File: src/rtl/reg_fifo_24b_pkg.sv
// reg_fifo_24b_pkg
//   Shared sizing constants and the byte type for the 64-bit to 24-bit
//   register FIFO.
package reg_fifo_24b_pkg;

  localparam int IN_BYTES    = 8;   // bytes accepted per push
  localparam int OUT_BYTES   = 3;   // bytes returned per pop
  localparam int DEPTH_BYTES = 15;  // byte capacity
  localparam int COUNT_W     = 4;   // occupancy width, holds DEPTH_BYTES

  typedef logic [7:0] byte_t;

endpackage : reg_fifo_24b_pkg

File: src/rtl/reg_fifo_24b.sv
// reg_fifo_24b
//   Flip-flop byte FIFO that converts width: 64-bit words in, 24-bit words
//   out. The queue is a shift-down byte array with the oldest byte in slot 0.
//   Slots at and above count are always zero. That lets a push be merged
//   with a plain OR of the shifted-in word.
//
// Ports
//   clk      in   rising-edge clock
//   reset_n  in   asynchronous reset, active HIGH (asserted while 1)
//   data_in  in   push word, byte 0 (bits [7:0]) is enqueued first
//   push     in   enqueue request
//   pop      in   dequeue request
//   data_o   out  last dequeued word, oldest byte in bits [7:0]
//   count    out  number of valid bytes stored
module reg_fifo_24b
  import reg_fifo_24b_pkg::*;
#(
  parameter int P_IN_BYTES    = IN_BYTES,
  parameter int P_OUT_BYTES   = OUT_BYTES,
  parameter int P_DEPTH_BYTES = DEPTH_BYTES,
  parameter int P_COUNT_W     = COUNT_W
) (
  input  logic                     clk,
  input  logic                     reset_n,
  input  logic [8*P_IN_BYTES-1:0]  data_in,
  input  logic                     push,
  input  logic                     pop,
  output logic [8*P_OUT_BYTES-1:0] data_o,
  output logic [P_COUNT_W-1:0]     count
);

  // Sized copies of the byte constants. The occupancy math runs one bit
  // wider than count so that count + IN_BYTES cannot wrap.
  localparam logic [P_COUNT_W:0] LP_IN    = (P_COUNT_W+1)'(P_IN_BYTES);
  localparam logic [P_COUNT_W:0] LP_OUT   = (P_COUNT_W+1)'(P_OUT_BYTES);
  localparam logic [P_COUNT_W:0] LP_DEPTH = (P_COUNT_W+1)'(P_DEPTH_BYTES);

  byte_t [P_DEPTH_BYTES-1:0]  r_mem;
  logic  [P_COUNT_W-1:0]      r_count;
  logic  [8*P_OUT_BYTES-1:0]  r_data_o;

  logic                       w_pop_ok;
  logic                       w_push_ok;
  logic  [P_COUNT_W:0]        w_cnt_ext;
  logic  [P_COUNT_W:0]        w_after_pop;
  logic  [P_COUNT_W:0]        w_count_nxt;
  byte_t [P_DEPTH_BYTES-1:0]  w_kept;
  byte_t [P_DEPTH_BYTES-1:0]  w_in_ext;
  byte_t [P_DEPTH_BYTES-1:0]  w_mem_nxt;

  // Accept logic. The pop is judged on the pre-edge occupancy. The push is
  // judged on the occupancy left after that pop.
  always_comb begin
    w_cnt_ext   = {1'b0, r_count};
    w_pop_ok    = pop && (w_cnt_ext >= LP_OUT);
    w_after_pop = w_pop_ok ? (w_cnt_ext - LP_OUT) : w_cnt_ext;
    w_push_ok   = push && ((w_after_pop + LP_IN) <= LP_DEPTH);
    w_count_nxt = w_after_pop + (w_push_ok ? LP_IN : '0);
  end

  // Next storage image. The survivors slide down by one output word, and
  // the pushed bytes land directly behind them. The zero-above-count
  // invariant makes the OR merge exact.
  always_comb begin
    w_kept   = w_pop_ok ? (r_mem >> (8*P_OUT_BYTES)) : r_mem;
    w_in_ext = '0;
    w_in_ext[P_IN_BYTES-1:0] = data_in;
    w_mem_nxt = w_kept;
    if (w_push_ok)
      w_mem_nxt = w_kept | (w_in_ext << {w_after_pop, 3'b000});
  end

  always_ff @(posedge clk or posedge reset_n) begin
    if (reset_n) begin
      r_mem    <= '0;
      r_count  <= '0;
      r_data_o <= '0;
    end else begin
      r_mem   <= w_mem_nxt;
      r_count <= w_count_nxt[P_COUNT_W-1:0];
      if (w_pop_ok)
        r_data_o <= r_mem[P_OUT_BYTES-1:0];
    end
  end

  assign data_o = r_data_o;
  assign count  = r_count;

endmodule : reg_fifo_24b

File: config.mk
export PLATFORM = sky130hd
export DESIGN_NAME = reg_fifo_24b
export DESIGN_NICKNAME = d
export VERILOG_FILES = /design/src/rtl/reg_fifo_24b_pkg.sv /design/src/rtl/reg_fifo_24b.sv
export SDC_FILE = /design/constraint.sdc
export NUM_CORES = 1
export LEC_CHECK = 0
export BUFFER_PORTS_ARGS = -buffer_cell sky130_fd_sc_hd__buf_4
export CORE_MARGIN = 3
export CORE_UTILIZATION = 55
export DETAILED_ROUTE_END_ITERATION = 6
export GPL_TIMING_DRIVEN = 0
export PLACE_DENSITY = 0.75
export SYNTH_ARGS = -nofsm -noshare
export SYNTH_HDL_FRONTEND = slang
export SYNTH_SLANG_ARGS = --single-unit
File: constraint.sdc
create_clock -name clk -period 7.4 [get_ports clk]
set_input_delay 1.48 -clock clk [delete_from_list [all_inputs] [get_ports clk]]
set_output_delay 1.48 -clock clk [all_outputs]
set_load 0.02 [all_outputs]
==> impl_metrics.ini, run 1 <==
[grt]
grt_pass1_vias = 10200
gr-total-overflow = 0
antenna_found_initial = 0
grt_usage_pct = 45.0
grt_max_degree = 83
grt_pass1_wl_mm = 67.7

[sta]
fin_worst_skew_ns = 0.0140
fin_crit_sh_pct = 73.0
fmax_mhz = 185
min_period_ns = 5.40
max_slew_margin_pct = 26.0
worstMarginPinSlew_ns = 1.10
rsz0062_at_grt = false
maxSlewViolCount = 0
setup_tns_ns = 0
hold_violations = 0
setup_viol_count_final = 0

[synth]
ys_top_cells_by_area = dfrtp_1 35%, mux2i_1 12%, nand2_1 5.4%
synth_cells = 1113
ys_seq_area_share_pct = 35.3
synth_top_family_by_area = compound AO/OA/AOI/OAI gates
synth-edff-count = 0
synth_cell_types = 73
synth-adder-area-share_pct = 0.238
synth_warnings = 0
synthMuxAreaShare_pct = 19.4
syn-cell-area_um2 = 10500
synth_compound_area_share_pct = 23.0
yosys.area.top_type = dfrtp_1
avgSynthCellArea_um2 = 9.43
synthArstFlopShare_pct = 100
synth-simple-area-share_pct = 16.1
synthFlopType = dfrtp_1
synth_xor_xnor_area_share_pct = 0.238
syn-num-nets = 1183
synth_top_cell_area_share_pct = 35.3
ys_ff_latch = 148

[job]
drv_cap = 0

[setup_path]
required_ns = 7.73
crit_fanout = 10
r2r-end = r_mem[119]$_DFF_PP0_
crit-reg2reg-launch = count[0]$_DFF_PP0_
reg2reg_depth = 14
crit_path_start_kind = input pin
crit_type = input pin to register
end_kind = register
rrSetupSlack_ns = 2.36
arrival_ns = 5.73

[routing]
drc = 0
drt-pass1-iter-count = 7
drt_iter0_markers = 1967
totalWireLength_mm = 47.0
via_count = 11000
detail-route-antenna-nets = 0
viasPerCell = 7.48
wl_per_cell_um = 32.0

[floorplanning]
dieWidth_um = 144
num_rows = 49
dieArea_um2 = 20800
ioPinCount = 96
core_um2 = 18300
start_util_pct = 57.3
dieHeight_um = 144

[pwr]
ir_drop_mv = 0.398
power_mw = 7.03
powerDensity_nw_per_um2 = 580
power.leakage_nw = 5.34

[worst_hold_path]
hp-start = r_mem[14]$_DFF_PP0_
min_to = data_o[14]$_DFFE_PP0P_
hold_class = register to register
hold_depth = 2

[clock_tree]
cts_max_path_buffers = 2
ctsHoldBuffers = 0
cts_buffers = 17
htreeDepth = 4
ctsRootBufferMaster = clkbuf_16
clk_latency_ns = 0.44
cts_tree = built
ctsResizeCount = 0
cts_setup_buffers = 0
clk_pin_slew_ns = 0.06
cts.sinks = 148

[place]
place_congestion = 1.07
dpl.hpwl_mm = 36.3
io_buffers = 94

[finish]
layout_commonest_cell = nand2_1
drive_above_1_share_pct = 21.4
nFillCells = 1548
multi_input_area_um2 = 6200
seqCellArea_um2 = 3700
finalNetCount = 1298
final_cell_mix = 151 x nand2_1, 148 x dfrtp_1, 140 x nor2_1
syn_to_final_growth_pct = 15.5
n_antenna_cell = 0

[status]
outcome = finished, final reports clean
[cell type report]
class / count / share of cell area [%]
tap: 229 / 2.36
sequential: 148 / 30.6
buffer: 102 / 4.69
multi-input combinational: 856 / 51.1
clock inverter: 15 / 1.41
clock buffer: 17 / 3.51
timing repair buffer: 96 / 6.09
inverter: 7 / 0.258
[metal layers]
| metal | vias to the layer above | wire length (um) | track usage, % |
|---|---|---|---|
| li1 | 4479 | - | - |
| met1 | 5222 | 17300 | 59.6 |
| met2 | 1050 | 19200 | 64.5 |
| met3 | 243 | 6700 | 14.6 |
| met4 | 0 | 3770 | 26.2 |
| met5 | - | 0 | 0 |
[cells in the mapped netlist, types with 9 or more instances]
| master | number |
|---|---|
| nand2_1 | 151 |
| o311ai_1 | 13 |
| dfrtp_1 | 148 |
| a221oi_1 | 9 |
| a211o_1 | 17 |
| and3_1 | 14 |
| a22oi_1 | 16 |
| o22ai_1 | 49 |
| and2_1 | 9 |
| nor3_1 | 33 |
| nor2_1 | 140 |
| buf_6 | 11 |
| buf_4 | 13 |
| clkbuf_1 | 33 |
| buf_2 | 43 |
| mux2i_1 | 131 |
| a221o_1 | 29 |
| mux4_2 | 16 |
| mux2_2 | 21 |
| o221ai_1 | 49 |
| o22a_1 | 15 |
[report_power, final]
group | internal, mW | total (mW) | leakage [nW] | switching [mW]
Combinational | 1.65 | 4.69 | 3.32 | 3.04
Sequential | 1.19 | 1.46 | 1.73 | 0.265
Clock | 0.504 | 0.883 | 0.288 | 0.378
Total | 3.35 | 7.03 | 5.34 | 3.68
[state kept, by name, indices dropped and copies added, names as in the netlist]
signal / count
data_o: 24
r_mem: 120
count: 4
[per-stage QoR]
stage	instance area [um^2]	worst slack (ns)	hold slack, ns	utilization (%)	instances
2_1_floorplan	10500	1.94	0.439	-	1113
3_3_place_gp	11500	0.217	0.451	62.7	1436
3_5_place_dp	11500	1.78	0.453	62.8	1437
4_1_cts	12100	2.21	0.469	66.1	1469
5_1_grt	12100	1.95	0.492	66.1	1470
6_report	12100	2.00	0.467	66.1	1470
[how the worst max path moves through the flow]
stage / depth (start not counted) / slack (ns) / endpoint / start
3_5_place_dp: 13 / 1.78 / r_mem[119]$_DFF_PP0_ / pop
5_1_grt: 13 / 1.95 / r_mem[119]$_DFF_PP0_ / pop
4_1_cts: 13 / 2.21 / r_mem[119]$_DFF_PP0_ / pop
6_report: 13 / 2.00 / r_mem[119]$_DFF_PP0_ / pop
2_1_floorplan: 1 / 1.94 / count[0]$_DFF_PP0_ / reset_n
3_3_place_gp: 2 / 0.22 / r_mem[72]$_DFF_PP0_ / reset_n
[worst max-delay path: stages]
cell and delay [ns]:
buf_4 0.09, buf_4 0.17, a21boi_0 0.15, nor2_1 0.54, clkbuf_1 0.51, ha_1 0.36
nand2b_1 0.34, a211o_1 0.40, a21oi_1 0.34, buf_2 0.32, clkbuf_1 0.65, a32oi_1 0.22
o211ai_1 0.16
[logic make-up (layout without fill, tap and decap cells)]
kind of cell    after synthesis  count (layout)
simple gates                388             388
compound gates              286             286
mux                         177             177
flops                       148             148
buf+inv                     109             237
fa+ha+maj                     2               2
xor+xnor                      2               2
other cells                   1               1
Note: power is estimated with default switching activity, not from simulation.
==> inputs of run 2 (changes only) <==
Settings changed: PLACE_DENSITY 0.75 to 0.78.
Clock period 7.4 ns to 4.8 ns, I/O delays scaled along.
==> run 2 against run 1 <==
Effect of this change:
- the flow now finishes with violations (DRC)
- clock-buffer cell count rose by 2
- via count fell by 0.86%
- power rose by 57%
- largest power group unchanged
- highest routed layer is now met5
==> impl_metrics.ini, run 2 (synthesis results as in run 1) <==
[routing]
drc = 3
totalWireLength_mm = 47.0
viasPerCell = 7.41
detail-route-antenna-nets = 0
drt_iter0_markers = 1981
via_count = 10900
drt-pass1-iter-count = 7
wl_per_cell_um = 32.0

[sta]
worst_slack_ns = 0.284
worstMarginPinSlew_ns = 1.34
maxSlewViolCount = 0
fin_worst_skew_ns = 0.0122
min_period_ns = 4.52
fin_crit_sh_pct = 94.1
setup_viol_count_final = 0
rsz0062_at_grt = false
max_slew_margin_pct = 10.0
fmax_mhz = 221
hold_violations = 0

[setup_path]
cp_slowest_cell = dfrtp_1
cpPeakStageDelay_ns = 0.50
cpLargestDelayFamily = buffers and inverters
crit_path_start_kind = register
cp_common_cell = ha_1
required_ns = 5.14
end_kind = register
crit_buf_inv = 4
crit_fanout = 10
crit_type = register to register
worstPathCellList = ha_1 > buf_4 > nand4bb_1 > nor2_1 > nor2_2 > clkbuf_1 > ha_1 > nand2b_1 > a211o_1 > a21oi_1 > buf_2 > clkbuf_2 > a22oi_1 > o221ai_1
arrival_ns = 4.86

[place]
dp_cells = 1439
io_buffers = 94
place_congestion = 1.06
dpl.hpwl_mm = 37.0
place_ws_ns = -0.311
dpl_cell_area_um2 = 11600

[finish]
stdcell_count = 1471
design_area_um2 = 12200
syn_to_final_growth_pct = 16.2
regMostFlops = r_mem
layout_commonest_cell = nand2_1
n_antenna_cell = 0
finalNetCount = 1299
final_cell_mix = 151 x nand2_1, 148 x dfrtp_1, 139 x nor2_1
largest_reg_flops = 120
fin_util_pct = 66.5
drive_above_1_share_pct = 21.7

[clock_tree]
clk_pin_slew_ns = 0.07
cts_max_path_buffers = 2
ctsHoldBuffers = 0
htreeDepth = 4
clk_latency_ns = 0.44
cts_buffers = 17
cts.sinks = 148
cts_tree = built
ctsRootBufferMaster = clkbuf_16

[status]
outcome = finished with violations
violations = DRC

[floorplanning]
num_rows = 49
start_util_pct = 57.3
dieHeight_um = 144
ioPinCount = 96
dieWidth_um = 144
dieArea_um2 = 20800
core_um2 = 18300

[pwr]
ir_drop_mv = 0.622
powerDensity_nw_per_um2 = 902
power_mw = 11.0
power.leakage_nw = 5.37

[grt]
gr-total-overflow = 0
grt_pass1_wl_mm = 68.9
grt_pass1_vias = 10400
grt_usage_pct = 45.4
antenna_found_initial = 1
grt_max_degree = 44

[job]
drv_cap = 0

[worst_hold_path]
hold_class = register to register
[run 2: cell count changes in the layout (fill, tap and decap cells not counted), sizes merged]
cell,change
clkinvlp,+1
bufinv,+2
clkinv,-3
clkbuf,+2
buf,+1
inv,-2
[run 2: layout make-up]
class | count | area (um^2)
Tap cell | 229 | 287
Fill cell | 1499 | 6140
Sequential cell | 148 | 3700
Clock inverter | 13 | 195
Multi-Input combinational cell | 856 | 6200
Buffer | 102 | 571
Timing Repair Buffer | 97 | 766
Inverter | 7 | 30.0
Clock buffer | 19 | 443
[run 2: timing repair]
item / 4_1_cts / 5_1_grt
resized for setup: 1 / 3
setup endpoints to repair: 2 / 11
buffers inserted: 0 / 0
pin swaps: 0 / 0
[run 2: per-layer routing]
| metal | vias up | track usage [%] | routed length (um) | share of wire [%] |
|---|---|---|---|---|
| li1 | 4487 | - | - | - |
| met1 | 5205 | 59.2 | 17000 | 36 |
| met2 | 987 | 64.6 | 19200 | 41 |
| met3 | 219 | 16.7 | 7110 | 15 |
| met4 | 2 | 26.7 | 3730 | 7.9 |
| met5 | - | 0 | 13 | 0.028 |
[run 2: stage by stage]
step	setup TNS, ns	hold WS [ns]
detailed placement	-3.10	0.453
finish	0	0.469
floorplan	0	0.439
global route	0	0.485
global placement	-3.42	0.449
CTS	0	0.469
[run 2: worst register-to-register path, cell delays in order, from the launching register on]
cell,delay [ns]
dfrtp_1,0.50
ha_1,0.25
buf_4,0.17
nand4bb_1,0.14
nor2_1,0.09
nor2_2,0.35
clkbuf_1,0.49
ha_1,0.35
nand2b_1,0.35
a211o_1,0.41
a21oi_1,0.33
buf_2,0.31
clkbuf_2,0.35
a22oi_1,0.20
o221ai_1,0.13
[run 2: path summary, 6_finish.rpt]
path | slack (ns) | start | endpoint | cells past startpoint
min in group asynchronous | 0.68 | reset_n | count[2]$_DFF_PP0_ | 2
worst min-delay path | 0.47 | r_mem[3]$_DFF_PP0_ | data_o[3]$_DFFE_PP0P_ | 2
worst min register to register | 0.47 | r_mem[3]$_DFF_PP0_ | data_o[3]$_DFFE_PP0P_ | 2
worst max register to register | 0.28 | count[0]$_DFF_PP0_ | r_mem[102]$_DFF_PP0_ | 14
max in group asynchronous | 3.17 | reset_n | data_o[7]$_DFFE_PP0P_ | 4
worst max-delay path | 0.28 | count[0]$_DFF_PP0_ | r_mem[102]$_DFF_PP0_ | 14
[run 2: power breakdown]
part           internal (mW)  switching [mW]
combinational           2.55            4.70
sequential              1.84           0.446
clock                  0.893           0.574
total                   5.28            5.72
==> inputs of run 3 (changes only) <==
Settings changed: CELL_PAD_IN_SITES_DETAIL_PLACEMENT from default to 0, CELL_PAD_IN_SITES_GLOBAL_PLACEMENT from default to 1, CORE_UTILIZATION 55 to 43, GPL_TIMING_DRIVEN 0 to default, PLACE_DENSITY 0.78 to default, PLACE_DENSITY_LB_ADDON from default to 0.1.
==> run 3 against run 2 <==
Effect of this change:
- the run now ends clean
- non-clock buffer count is 79 lower
- clock power is 10% lower
- clock skew is 0.0028 ns lower
- utilization is 17 points lower
- global-route usage is 16 points lower
- final area is 2.9% lower
- critical path depth is 6 lower
- worst hold slack worse by 0.0040 ns
- wire length is 18% lower
- power is 10% lower
- critical endpoint is now r_mem[74]$_DFF_PP0_
==> impl_metrics.ini, run 3 (synthesis results as in run 1) <==
[setup_path]
end_kind = register
arrival_ns = 4.18
required_ns = 5.09
crit_type = register to register
reg2reg_depth = 8
crit_path_start_kind = register
crit_fanout = 29

[sta]
maxSlewViolCount = 0
setup_viol_count_final = 0
fmax_mhz = 258
worstMarginPinSlew_ns = 1.03
hold_violations = 0
max_slew_margin_pct = 31.6
worst_slack_ns = 0.919
setup_tns_ns = 0
fin_worst_skew_ns = 0.00939
rsz0062_at_grt = false
min_period_ns = 3.88
fin_crit_sh_pct = 80.9

[clock_tree]
cts.sinks = 148
cts_buffers = 17
ctsRootBufferMaster = clkbuf_16
ctsResizeCount = 0
cts_max_path_buffers = 2
cts_tree = built
cts_setup_buffers = 0
htreeDepth = 4
clk_latency_ns = 0.42
ctsHoldBuffers = 0
clk_pin_slew_ns = 0.07

[grt]
grt_usage_pct = 29.3
antenna_found_initial = 0
grt_max_degree = 149
grt_pass1_wl_mm = 58.9
gr-total-overflow = 0
met1_usage_pct = 45.2
gr-usage-met2_pct = 41.6
grt_use_met3_pct = 7.42
grt_pass1_vias = 9150
globalRoute.busiestLayer = met1

[place]
dpl.hpwl_mm = 28.0
place_congestion = 0.902
dpl_cell_area_um2 = 11300
place_ws_ns = 0.922
dp_cells = 1450
io_buffers = 95

[finish]
finalNetCount = 1220
final_cell_mix = 151 x nand2_1, 146 x dfrtp_1, 140 x nor2_1
n_antenna_cell = 0
multi_input_area_um2 = 6210
stdcell_count = 1481
drive_above_1_share_pct = 19.2
regMostFlops = r_mem
design_area_um2 = 11800
syn_to_final_growth_pct = 12.8
layout_commonest_cell = nand2_1
seqCellArea_um2 = 3710
largest_reg_flops = 120
nFillCells = 2280

[floorplanning]
dieWidth_um = 162
start_util_pct = 44.2
ioPinCount = 96
num_rows = 56
dieArea_um2 = 26300
dieHeight_um = 162
core_um2 = 23800

[status]
outcome = finished, final reports clean

[routing]
viasPerCell = 6.50
via_count = 9633
wl_per_cell_um = 26.2
drt_iter0_markers = 1228
drc = 0
drt-pass1-iter-count = 6
totalWireLength_mm = 38.8
detail-route-antenna-nets = 0

[pwr]
power_mw = 9.87
power.leakage_nw = 5.09
ir_drop_mv = 0.672
powerDensity_nw_per_um2 = 834

[job]
drv_cap = 0

[worst_hold_path]
hold_class = register to register
hold_depth = 2
-- run 3: cell types whose count changed in the layout (fill, tap and decap cells not counted), sizes merged --
cell    delta
clkbuf    -29
inv        -4
buf       -46
clkinv     +1
bufinv     -2
-- run 3: area by class of cell --
cell class / instances / share of cell area (%)
clock buffer: 23 / 3.95
clock inverter: 8 / 0.867
inverter: 7 / 0.254
multi-input combinational: 856 / 52.4
sequential: 148 / 31.3
tap: 319 / 3.37
timing repair buffer: 120 / 7.82
-- run 3: path summary, 6_finish.rpt --
path	from	endpoint	slack (ns)
worst min register to register	r_mem[1]$_DFF_PP0_	data_o[1]$_DFFE_PP0P_	0.46
worst max register to register	count[1]$_DFF_PP0_	r_mem[74]$_DFF_PP0_	0.92
worst max-delay path	count[1]$_DFF_PP0_	r_mem[74]$_DFF_PP0_	0.92
min in group asynchronous	reset_n	data_o[22]$_DFFE_PP0P_	0.78
worst min-delay path	r_mem[1]$_DFF_PP0_	data_o[1]$_DFFE_PP0P_	0.46
max in group asynchronous	reset_n	count[0]$_DFF_PP0_	3.34
-- run 3: metal layers --
| metal | wire length (um) | part of all wire, % |
|---|---|---|
| met1 | 17700 | 46 |
| met2 | 16500 | 42 |
| met3 | 4100 | 11 |
| met4 | 450 | 1.2 |
| met5 | 58 | 0.15 |
-- run 3: through the flow --
step	utilization, %	hold slack (ns)
2_1_floorplan	-	0.439
3_3_place_gp	47.4	0.453
3_5_place_dp	47.4	0.455
4_1_cts	49.8	0.471
5_1_grt	49.8	0.492
6_report	49.8	0.465
-- run 3: power by group --
group | switching [mW] | internal (mW)
Sequential | 0.443 | 1.84
Combinational | 3.90 | 2.37
Clock | 0.525 | 0.790
Total | 4.87 | 5.00
-- run 3: worst max-delay path, stage by stage (launching register included) --
cell and delay (ns):
dfrtp_2 0.75, ha_2 0.58, o31a_2 0.25, xnor2_2 0.07, buf_4 0.25, inv_2 0.56
mux2i_1 0.76, o311ai_1 0.19, a221o_1 0.31
